File: src/rtl/pipeline_hazard_ctrl.sv
// Stall/flush controller for the 5-stage pipeline.
// Handles load-use bubbles and multi-cycle data-memory waits with timeout.
module pipeline_hazard_ctrl #(
   parameter int MEM_TIMEOUT = 15
) (
   input  logic        clk,
   input  logic        reset,
   input  logic [5:0]  rsD,
   input  logic [5:0]  rtD,
   input  logic [5:0]  WriteRegE,
   input  logic        RegWriteE,
   input  logic        MemtoRegE,
   input  logic        MemtoRegM,
   input  logic        MemWriteM,
   input  logic        mem_ready,
   output logic        enable_pc,
   output logic        enable_if_id,
   output logic        enable_id_ex,
   output logic        enable_ex_mem,
   output logic        enable_mem_wb,
   output logic        flush_id_ex,
   output logic        mem_req,
   output logic        mem_error,
   output logic [15:0] stall_cnt
);

   localparam logic [7:0] TMO = 8'(MEM_TIMEOUT);

   typedef enum logic [1:0] {
      RUN      = 2'd0,
      MEM_WAIT = 2'd1,
      ERROR    = 2'd2
   } state_t;

   state_t     state;
   state_t     state_nxt;
   logic [7:0] wait_cnt;
   logic [7:0] wait_nxt;

   logic mem_acc;
   logic lu_haz;
   logic freeze;

   assign mem_acc = MemtoRegM | MemWriteM;

   // Register 0 is hard-wired, so it never creates a dependency.
   assign lu_haz = RegWriteE & MemtoRegE & (WriteRegE != 6'd0)
                 & ((WriteRegE == rsD) | (WriteRegE == rtD));

   assign freeze = ((state == RUN) & mem_acc & ~mem_ready)
                 | ((state == MEM_WAIT) & ~mem_ready);

   // State and wait counter register.
   always_ff @(posedge clk or posedge reset) begin
      if (reset) begin
         state    <= RUN;
         wait_cnt <= 8'd0;
      end else begin
         state    <= state_nxt;
         wait_cnt <= wait_nxt;
      end
   end

   // Next-state logic; a ready on the timeout cycle still wins.
   always_comb begin
      state_nxt = state;
      wait_nxt  = wait_cnt;
      unique case (state)
         RUN: begin
            if (mem_acc && !mem_ready) begin
               state_nxt = MEM_WAIT;
               wait_nxt  = 8'd1;
            end
         end
         MEM_WAIT: begin
            if (mem_ready) begin
               state_nxt = RUN;
               wait_nxt  = 8'd0;
            end else if (wait_cnt == TMO) begin
               state_nxt = ERROR;
            end else begin
               wait_nxt = wait_cnt + 8'd1;
            end
         end
         ERROR: begin
            state_nxt = ERROR;
         end
         default: begin
            state_nxt = RUN;
            wait_nxt  = 8'd0;
         end
      endcase
   end

   // Enables and flush: reset, error, freeze, load-use, then run.
   always_comb begin
      enable_pc     = 1'b0;
      enable_if_id  = 1'b0;
      enable_id_ex  = 1'b0;
      enable_ex_mem = 1'b0;
      enable_mem_wb = 1'b0;
      flush_id_ex   = 1'b0;
      mem_req       = 1'b0;
      if (reset) begin
         mem_req = 1'b0;
      end else if (state == ERROR) begin
         mem_req = 1'b0;
      end else begin
         mem_req = mem_acc;
         if (freeze) begin
            flush_id_ex = 1'b0;
         end else if (lu_haz) begin
            enable_id_ex  = 1'b1;
            enable_ex_mem = 1'b1;
            enable_mem_wb = 1'b1;
            flush_id_ex   = 1'b1;
         end else begin
            enable_pc     = 1'b1;
            enable_if_id  = 1'b1;
            enable_id_ex  = 1'b1;
            enable_ex_mem = 1'b1;
            enable_mem_wb = 1'b1;
         end
      end
   end

   // Sticky fault flag, raised on the edge that enters ERROR.
   always_ff @(posedge clk or posedge reset) begin
      if (reset) begin
         mem_error <= 1'b0;
      end else if (state_nxt == ERROR) begin
         mem_error <= 1'b1;
      end
   end

   // Saturating count of cycles with the PC held, excluding ERROR.
   always_ff @(posedge clk or posedge reset) begin
      if (reset) begin
         stall_cnt <= 16'd0;
      end else if (!enable_pc && state != ERROR
                   && stall_cnt != 16'hFFFF) begin
         stall_cnt <= stall_cnt + 16'd1;
      end
   end

endmodule

File: config.mk
export PLATFORM = sky130hd
export DESIGN_NAME = pipeline_hazard_ctrl
export DESIGN_NICKNAME = d
export VERILOG_FILES = /design/src/rtl/pipeline_hazard_ctrl.sv
export SDC_FILE = /design/constraint.sdc
export NUM_CORES = 1
export LEC_CHECK = 0
export CORE_MARGIN = 2
export CORE_UTILIZATION = 40
export CTS_BUF_LIST = sky130_fd_sc_hd__clkbuf_8
export DETAILED_ROUTE_END_ITERATION = 8
export PLACE_DENSITY = 0.71
export SYNTH_ARGS = -nofsm -noshare
export SYNTH_HDL_FRONTEND = slang
export SYNTH_SLANG_ARGS = --single-unit
File: constraint.sdc
create_clock -name clk -period 6.48 [get_ports clk]
set_clock_uncertainty 0.2 [all_clocks]
set_input_delay 0.972 -clock clk [delete_from_list [all_inputs] [get_ports clk]]
set_output_delay 0.972 -clock clk [all_outputs]
set_load 0.02 [all_outputs]
==> results_dict.tcl, run 1 <==
set metrics [dict create \
    postCtsSetupRepairBufs 0 \
    io_pins 49 \
    cp-end-kind "output pin" \
    outcome "completed" \
    synthFlopType "dfrtp_1" \
    list_of_cells_traversed_by_the_critical_path "clkdlybuf4s50_1 -> or4_1 -> o311a_1 -> a21oi_4 -> clkdlybuf4s50_1" \
    max_slew.worst_pin.slew_ns 0.990 \
    report.final.setup_viol 0 \
    dp_slack_ns 1.84 \
    p_leak_nw 0.867 \
    final.setup.tns_ns 0 \
    regToRegEndpoint "stall_cnt[1]" \
    power.switching_w 0.000251 \
    power.share.clock_pct 13.9 \
    power-per-cell-area_nw_per_um2 318 \
    reg2reg_slack_ns 4.24 \
    postPlaceCellArea_um2 2030 \
    cell_with_the_biggest_individual_delay_on_the_critical_path "clkdlybuf4s50_1" \
    grt_antenna_before_repair 0 \
    ys_types 35 \
    cts.hold.buffers_added 0 \
    achievable-frequency_ghz 0.216 \
    netlist_area_before_placement_um2 1540 \
    p_comb_share_pct 44.2 \
    wire_length_of_the_first_global_routing_pass_um 6040 \
    r2r.worst_path.cells 5 \
    final_design_area_no_fill_um2 2070 \
    sequentialPowerShare_pct 41.9 \
    drt_drc_violations_left 0 \
    insertedDiodeCount 0 \
    synth.net_count 186 \
    floorplan.die.height_um 66 \
    wl_per_cell_um 13.5 \
    yosys.cell_count.top_type "dfrtp_1" \
    cell_int_power_w 0.000409 \
    synthDominantCellAreaShare_pct 43.9 \
    slew_limit_fails 0 \
    syn_to_final_growth_pct 34.8 \
    final.min_clock_period_ns 4.63 \
    ys_seq_area_share_pct 43.9 \
    numClockSinks 27 \
    wirelength_um 3390 \
    first_global_vias 1353 \
    detailedPlacementHpwl_um 2620 \
    cts_resized 0 \
    clkTransAtPathRegs_ns 0.09 \
    yosys-top-cells-count "dfrtp_1 (27), xor2_1 (18), xnor2_1 (15)" \
    syn-mean-instance-area_um2 9.67 \
    avgViaCountPerCell 5.20 \
    worstReg2RegStart "stall_cnt[2]" \
    combined_global_route_utilization_of_all_metal_layers_pct 17.8 \
    cts-htree-levels 1 \
    critical_path.max_fanout 17 \
    finalWeightedCongestion 0.782 \
    rsz_0062_raised_after_global_routing "no" \
    synth-async-reset-ratio_pct 100 \
    synth_largest_area_cell "dfrtp_1" \
    die_area_um2 4360 \
    swShare_pct 38.0 \
    setup_ws_ns 1.85 \
    peak_supply_drop_uv 227 \
    gr_overflow_total 0 \
    hold_crit_class "register to register" \
    core_area_um2 3690 \
    cts_inserted_buffers 3 \
    top_cells_by_area_synth "dfrtp_1 (44%), xor2_1 (10%), xnor2_1 (8.5%)" \
    worst-endpoint-required_ns 5.31 \
    worstPathArrival_ns 3.45 \
    numnets_final 231 \
    die_width_um 66 \
    pin_count_of_the_biggest_net_entering_global_routing 28 \
    synth_enable_flop_cells 0 \
    drive_above_1_share_pct 4.43 \
    clk_latency_ns 0.27 \
    start_util_pct 41.7 \
    deepest_clock_path_buffer_count 2 \
    min_period_over_period_pct 71.4 \
    final-hold-violation-count 0 \
    worst_hold_startpoint "mem_error" \
    post_synthesis_cells 159 \
    rows 22 \
    nFillCells 365 \
    critical-path-max-stage-delay_ns 0.69 \
    hold_path_end "mem_error" \
    drt_first_iter_violations 89 \
    slew-limit-headroom_pct 33.9 \
    path_type_of_the_worst_setup_path "input pin to output pin" \
    cts_root_buffer "clkbuf_8" \
    router_iterations_before_antenna_repair 4 \
    maxCapViolations 0 \
    cts_tree "built" \
    synthesis.yosys.warnings 0 \
    path_common_cell "clkdlybuf4s50_1" \
    dr_total_vias 1304 \
    placement.io_buffers 48 \
    hold-path-cell-count 1 \
    ant_nets 0 \
    postSynthRegisterBits 27 \
    timing.critical_path.from_type "input pin" \
]
## how the worst max path moves through the flow
stage                             from           end  slack, ns  cells after the start
final                     WriteRegE[0]     enable_pc       1.85                      5
after global routing      WriteRegE[0]  enable_if_id       1.76                      5
after CTS                 WriteRegE[0]     enable_pc       1.84                      5
after detailed placement  WriteRegE[0]     enable_pc       1.84                      5
after global placement    WriteRegE[0]     enable_pc       1.89                      5
after floorplan           WriteRegE[0]     enable_pc       2.93                      5
## critical path: cells and delay by family
family | cells | cell delay, ns
simple gates | 1 | 0.54
buf+inv | 2 | 1.16
compound gates | 2 | 0.77
## through the flow
step | util [%] | std cells | hold WS (ns) | power [W]
finish | 56.2 | 251 | 0.287 | 0.000660
CTS | 56.2 | 251 | 0.288 | 0.000668
global placement | 55.0 | 247 | 0.258 | 0.000567
floorplan | - | 159 | 0.296 | 0.000433
detailed placement | 55.0 | 247 | 0.267 | 0.000572
global route | 56.2 | 251 | 0.311 | 0.000709
## power by group through the flow
stage	clock [W]	combinational (W)	sequential (W)
after floorplan	0	0.000109	0.000324
after global placement	0	0.000291	0.000277
after detailed placement	0	0.000293	0.000279
after CTS	0.0000957	0.000295	0.000278
after global routing	0.000107	0.000314	0.000288
final	0.0000918	0.000291	0.000277
## kinds of logic after synthesis
kind of cell    count (synthesis)  synth area share (%)
xor+xnor                       33                  18.8
flops                          27                  43.9
compound gates                 14                  6.67
buf+inv                        12                  4.23
fa+ha+maj                       2                  1.63
simple gates                   69                  23.1
mux                             2                  1.63
## registers in the layout, indices dropped and copies added, names as in the netlist
signal / count
wait_cnt: 8
stall_cnt: 16
state: 2
mem_error: 1
## layout by cell type (no fill, tap or decap), types with 2 or more instances in the layout
master	count
inv_1	5
nand2_1	13
and3_1	4
nand4_1	5
nor2_1	11
and4_1	2
o31ai_1	2
clkdlybuf4s50_1	48
or2_2	2
clkbuf_8	3
xor2_1	18
a21oi_1	3
o21ai_0	3
dfrtp_1	27
nor4_1	3
nand3_1	10
or4_1	2
ha_1	2
o22ai_1	2
nor3_1	11
xnor2_1	15
## final cells by class
cell class,count,area [um^2],share of cell area (%)
sequential,27,676,32.6
multi-input combinational,120,797,38.4
clock inverter,1,3.75,0.181
tap,48,60.1,2.90
timing repair buffer,48,480,23.2
clock buffer,3,41.3,1.99
inverter,4,15.0,0.724
## metal layers
metal | part of all wire, % | up-vias | global-route usage (%)
li1 | - | 638 | -
met1 | 45 | 621 | 23.3
met2 | 49 | 41 | 30.2
met3 | 5.0 | 4 | 3.92
met4 | 0.80 | 0 | 3.83
met5 | 0 | - | 0
(Power assumes the default switching activity.)
==> run 2, diff against run 1 <==
clock period = 4.3 ns   (was 6.48 ns; I/O delays follow)
==> results_dict.tcl, run 2 (synthesis gave the netlist of run 1 again) <==
set metrics [dict create \
    timing.critical_path.from_type "input pin" \
    regToRegEndpoint "stall_cnt[1]" \
    worstReg2RegStart "stall_cnt[2]" \
    numClockSinks 27 \
    worst_hold_startpoint "mem_error" \
    placement.io_buffers 48 \
    cts.hold.buffers_added 0 \
    slew-limit-headroom_pct 33.4 \
    maxCapViolations 0 \
    cts_inserted_buffers 3 \
    p_leak_nw 0.871 \
    insertedDiodeCount 0 \
    nFillCells 361 \
    rsz_0062_raised_after_global_routing "no" \
    power-per-cell-area_nw_per_um2 483 \
    avgViaCountPerCell 5.17 \
    path_type_of_the_worst_setup_path "input pin to output pin" \
    regs_by_ff_count "stall_cnt x16, wait_cnt x8, state x2" \
    report.final.setup_viol 0 \
    detailedPlacementHpwl_um 2730 \
    peak_supply_drop_uv 310 \
    io_pins 49 \
    wirelength_um 3520 \
    numnets_final 232 \
    final.setup.tns_ns 0 \
    final_common_cell "clkdlybuf4s50_1" \
    first_global_vias 1319 \
    deepest_clock_path_buffer_count 2 \
    die_width_um 66 \
    layout.area.seq_um2 676 \
    drt_first_iter_violations 69 \
    combined_global_route_utilization_of_all_metal_layers_pct 17.7 \
    pin_count_of_the_biggest_net_entering_global_routing 28 \
    cts_root_buffer "clkbuf_8" \
    multi_input_area_um2 797 \
    final-hold-violation-count 0 \
    hold-path-cell-count 1 \
    final.min_clock_period_ns 3.73 \
    clkTransAtPathRegs_ns 0.10 \
    register_with_the_highest_flop_count "stall_cnt" \
    mostFrequentLayoutCells "clkdlybuf4s50_1 (48), dfrtp_1 (27), xor2_1 (18)" \
    critical_path.max_fanout 3 \
    min_period_over_period_pct 86.6 \
    drt_drc_violations_left 0 \
    slew_limit_fails 0 \
    grt_antenna_before_repair 0 \
    cts_resized 0 \
    achievable-frequency_ghz 0.268 \
    worst-endpoint-required_ns 3.45 \
    reg2reg_slack_ns 2.01 \
    max_slew.worst_pin.slew_ns 0.997 \
    wl_per_cell_um 14.0 \
    drive_above_1_share_pct 5.39 \
    syn_to_final_growth_pct 35.4 \
    die_area_um2 4360 \
    finalWeightedCongestion 0.805 \
    hold_crit_class "register to register" \
    postCtsSetupRepairBufs 0 \
    cp-end-kind "output pin" \
    ant_nets 0 \
    largest_register_ff_count 16 \
    start_util_pct 41.7 \
    core_area_um2 3690 \
    router_iterations_before_antenna_repair 4 \
    r2r.worst_path.cells 5 \
    dr_total_vias 1304 \
    worstPathArrival_ns 2.88 \
    finalHoldWorstSlack_ns 0.290 \
    hold_path_end "mem_error" \
    cts-htree-levels 1 \
    gr_overflow_total 0 \
    clk_latency_ns 0.28 \
    rows 22 \
    outcome "completed" \
    cts_tree "built" \
    floorplan.die.height_um 66 \
    wire_length_of_the_first_global_routing_pass_um 5900 \
]
==> run 2: cell count changes in the layout (fill, tap and decap cells not counted) <==
cell | previous run | this run
buf_4 | 0 | 1
inv_1 | 5 | 4
clkinv_2 | 0 | 1
==> run 2: cell type report <==
cell class                 count  share of cell area, %
clock buffer                   3                   1.98
clock inverter                 1                  0.240
inverter                       4                  0.721
multi-input combinational    120                   38.3
sequential                    27                   32.5
tap                           48                   2.88
timing repair buffer          49                   23.4
==> run 2: worst max-delay path by stage <==
stage                      start  slack [ns]   endpoint  cells after the start
detailed placement  WriteRegE[0]        0.58  enable_pc                      5
finish              WriteRegE[0]        0.57  enable_pc                      5
global placement    WriteRegE[0]        0.63  enable_pc                      5
global route        WriteRegE[0]        0.54  enable_pc                      5
floorplan           WriteRegE[0]        1.41  enable_pc                      5
CTS                 WriteRegE[0]        0.57  enable_pc                      5
==> run 2: metrics by stage <==
stage,cells,power (W),instance area (um^2),util (%),setup slack [ns]
after global placement,248,0.000855,2040,55.2,0.629
after detailed placement,248,0.000867,2040,55.2,0.578
after CTS,252,0.00102,2080,56.4,0.569
final,252,0.00101,2080,56.4,0.574
after floorplan,159,0.000653,1540,-,1.41
after global routing,252,0.00108,2080,56.4,0.544
==> run 2: metal layers <==
| metal | global-route usage, % | up-vias | part of all wire (%) |
|---|---|---|---|
| met5 | 0 | - | 0 |
| met4 | 3.83 | 0 | 0.51 |
| met3 | 3.92 | 2 | 4.3 |
| met2 | 32.4 | 28 | 51 |
| met1 | 21.0 | 639 | 44 |
| li1 | - | 635 | - |
==> run 2: critical path: stages <==
cell	delay (ns)
clkdlybuf4s50_1	0.48
or4_1	0.56
o311a_1	0.36
a21oi_4	0.20
clkdlybuf4s50_1	0.63
==> run 2: where the power goes <==
group          switching, W  total [W]  internal [W]  leakage [nW]
combinational      0.000219   0.000444      0.000225         0.518
sequential        0.0000869   0.000415      0.000328         0.327
clock             0.0000817   0.000147     0.0000650        0.0255
total              0.000388    0.00101      0.000618         0.871
==> run 3, diff against run 2 <==
==> constraint.sdc (replaced) <==
create_clock -name clk -period 4.3 [get_ports clk]
set_clock_uncertainty 0.2 [all_clocks]
set_input_delay 0.86 -clock clk [delete_from_list [all_inputs] [get_ports clk]]
set_output_delay 0.86 -clock clk [all_outputs]
set_load 0.02 [all_outputs]
==> results_dict.tcl, run 3 (synthesis gave the netlist of run 1 again) <==
set metrics [dict create \
    router_iterations_before_antenna_repair 4 \
    numnets_final 232 \
    gr_overflow_total 0 \
    core_area_um2 3690 \
    drive_above_1_share_pct 5.39 \
    max_slew.worst_pin.slew_ns 1.02 \
    die_width_um 66 \
    cts-htree-levels 1 \
    grt_antenna_before_repair 0 \
    clk_latency_ns 0.28 \
    achievable-frequency_ghz 0.242 \
    regs_by_ff_count "stall_cnt x16, wait_cnt x8, state x2" \
    finalWeightedCongestion 0.793 \
    final.setup.tns_ns 0 \
    numClockSinks 27 \
    cp-end-kind "output pin" \
    pin_count_of_the_biggest_net_entering_global_routing 28 \
    clkTransAtPathRegs_ns 0.10 \
    deepest_clock_path_buffer_count 2 \
    placement.io_buffers 48 \
    combined_global_route_utilization_of_all_metal_layers_pct 18.2 \
    cts_tree "built" \
    peak_supply_drop_uv 352 \
    wire_length_of_the_first_global_routing_pass_um 6070 \
    hold_crit_class "register to register" \
    nFillCells 347 \
    rows 22 \
    io_pins 49 \
    cts_root_buffer "clkbuf_8" \
    critical_path.max_fanout 3 \
    cts.hold.buffers_added 0 \
    design_power_total_w 0.00101 \
    die_area_um2 4360 \
    rsz_0062_raised_after_global_routing "no" \
    syn_to_final_growth_pct 35.6 \
    avgViaCountPerCell 5.25 \
    final.min_clock_period_ns 4.13 \
    p_leak_nw 0.867 \
    insertedDiodeCount 0 \
    cts_resized 0 \
    ant_nets 0 \
    postCtsSetupRepairBufs 0 \
    largest_register_ff_count 16 \
    dr_total_vias 1322 \
    start_util_pct 41.7 \
    timing.critical_path.from_type "input pin" \
    first_global_vias 1333 \
    finalHoldWorstSlack_ns 0.296 \
    wirelength_um 3560 \
    register_with_the_highest_flop_count "stall_cnt" \
    slew_limit_fails 0 \
    drt_drc_violations_left 0 \
    worst-endpoint-required_ns 3.24 \
    path_type_of_the_worst_setup_path "input pin to output pin" \
    power-per-cell-area_nw_per_um2 487 \
    detailedPlacementHpwl_um 2700 \
    final_non_filler_cell_total 252 \
    min_period_over_period_pct 96.1 \
    worstPathArrival_ns 3.07 \
    setup_ws_ns 0.168 \
    dp_slack_ns 0.163 \
    dp_cells 248 \
    worstReg2RegStart "stall_cnt[3]" \
    slew-limit-headroom_pct 32.1 \
    outcome "completed" \
    worst_hold_startpoint "stall_cnt[7]" \
    final-hold-violation-count 0 \
    mostFrequentLayoutCells "clkdlybuf4s50_1 (48), dfrtp_1 (27), xor2_1 (18)" \
    cts_inserted_buffers 3 \
    floorplan.die.height_um 66 \
    drt_first_iter_violations 60 \
    final_common_cell "clkdlybuf4s50_1" \
    report.final.setup_viol 0 \
    maxCapViolations 0 \
    wl_per_cell_um 14.1 \
    setup.worst_path.start "WriteRegE[0]" \
]
-- run 3: final cells by class --
| class | count | area [um^2] | share of cell area (%) |
|---|---|---|---|
| Tap cell | 48 | 60.1 | 2.88 |
| Sequential cell | 27 | 676 | 32.4 |
| Multi-Input combinational cell | 120 | 797 | 38.2 |
| Clock inverter | 1 | 7.51 | 0.360 |
| Clock buffer | 3 | 41.3 | 1.98 |
| Inverter | 4 | 15.0 | 0.720 |
| Timing Repair Buffer | 49 | 488 | 23.4 |
-- run 3: per-layer routing --
metal	GRT usage, %	share of wire (%)	up-vias
li1	-	-	641
met1	22.8	45	644
met2	31.2	50	33
met3	3.58	4.6	4
met4	6.63	1.1	0
met5	0	0	-
-- run 3: path summary, 6_finish.rpt --
| path | cells past startpoint | end | slack (ns) |
|---|---|---|---|
| worst max-delay path | 5 | enable_pc | 0.17 |
| worst min-delay path | 1 | stall_cnt[7] | 0.30 |
| worst max register to register | 5 | stall_cnt[1] | 2.01 |
| worst min register to register | 1 | stall_cnt[7] | 0.30 |
| max in group asynchronous | 2 | stall_cnt[2] | 2.28 |
| min in group asynchronous | 2 | wait_cnt[0] | 1.00 |
-- run 3: worst max-delay path, cell delays in order --
cell	delay (ns)
clkdlybuf4s50_1	0.47
or4_1	0.55
o311a_1	0.35
a21oi_4	0.20
clkdlybuf4s50_1	0.63
-- run 3: power breakdown --
group	leakage (nW)	internal (W)	switching, W	total (W)
sequential	0.327	0.000328	0.0000888	0.000417
combinational	0.518	0.000225	0.000219	0.000443
clock	0.0217	0.0000660	0.0000878	0.000154
total	0.867	0.000619	0.000395	0.00101
-- run 3: per-stage QoR --
step	util, %	area [um^2]
after floorplan	-	1540
after global placement	55.2	2040
after detailed placement	55.2	2040
after CTS	56.5	2080
after global routing	56.5	2080
final	56.5	2080
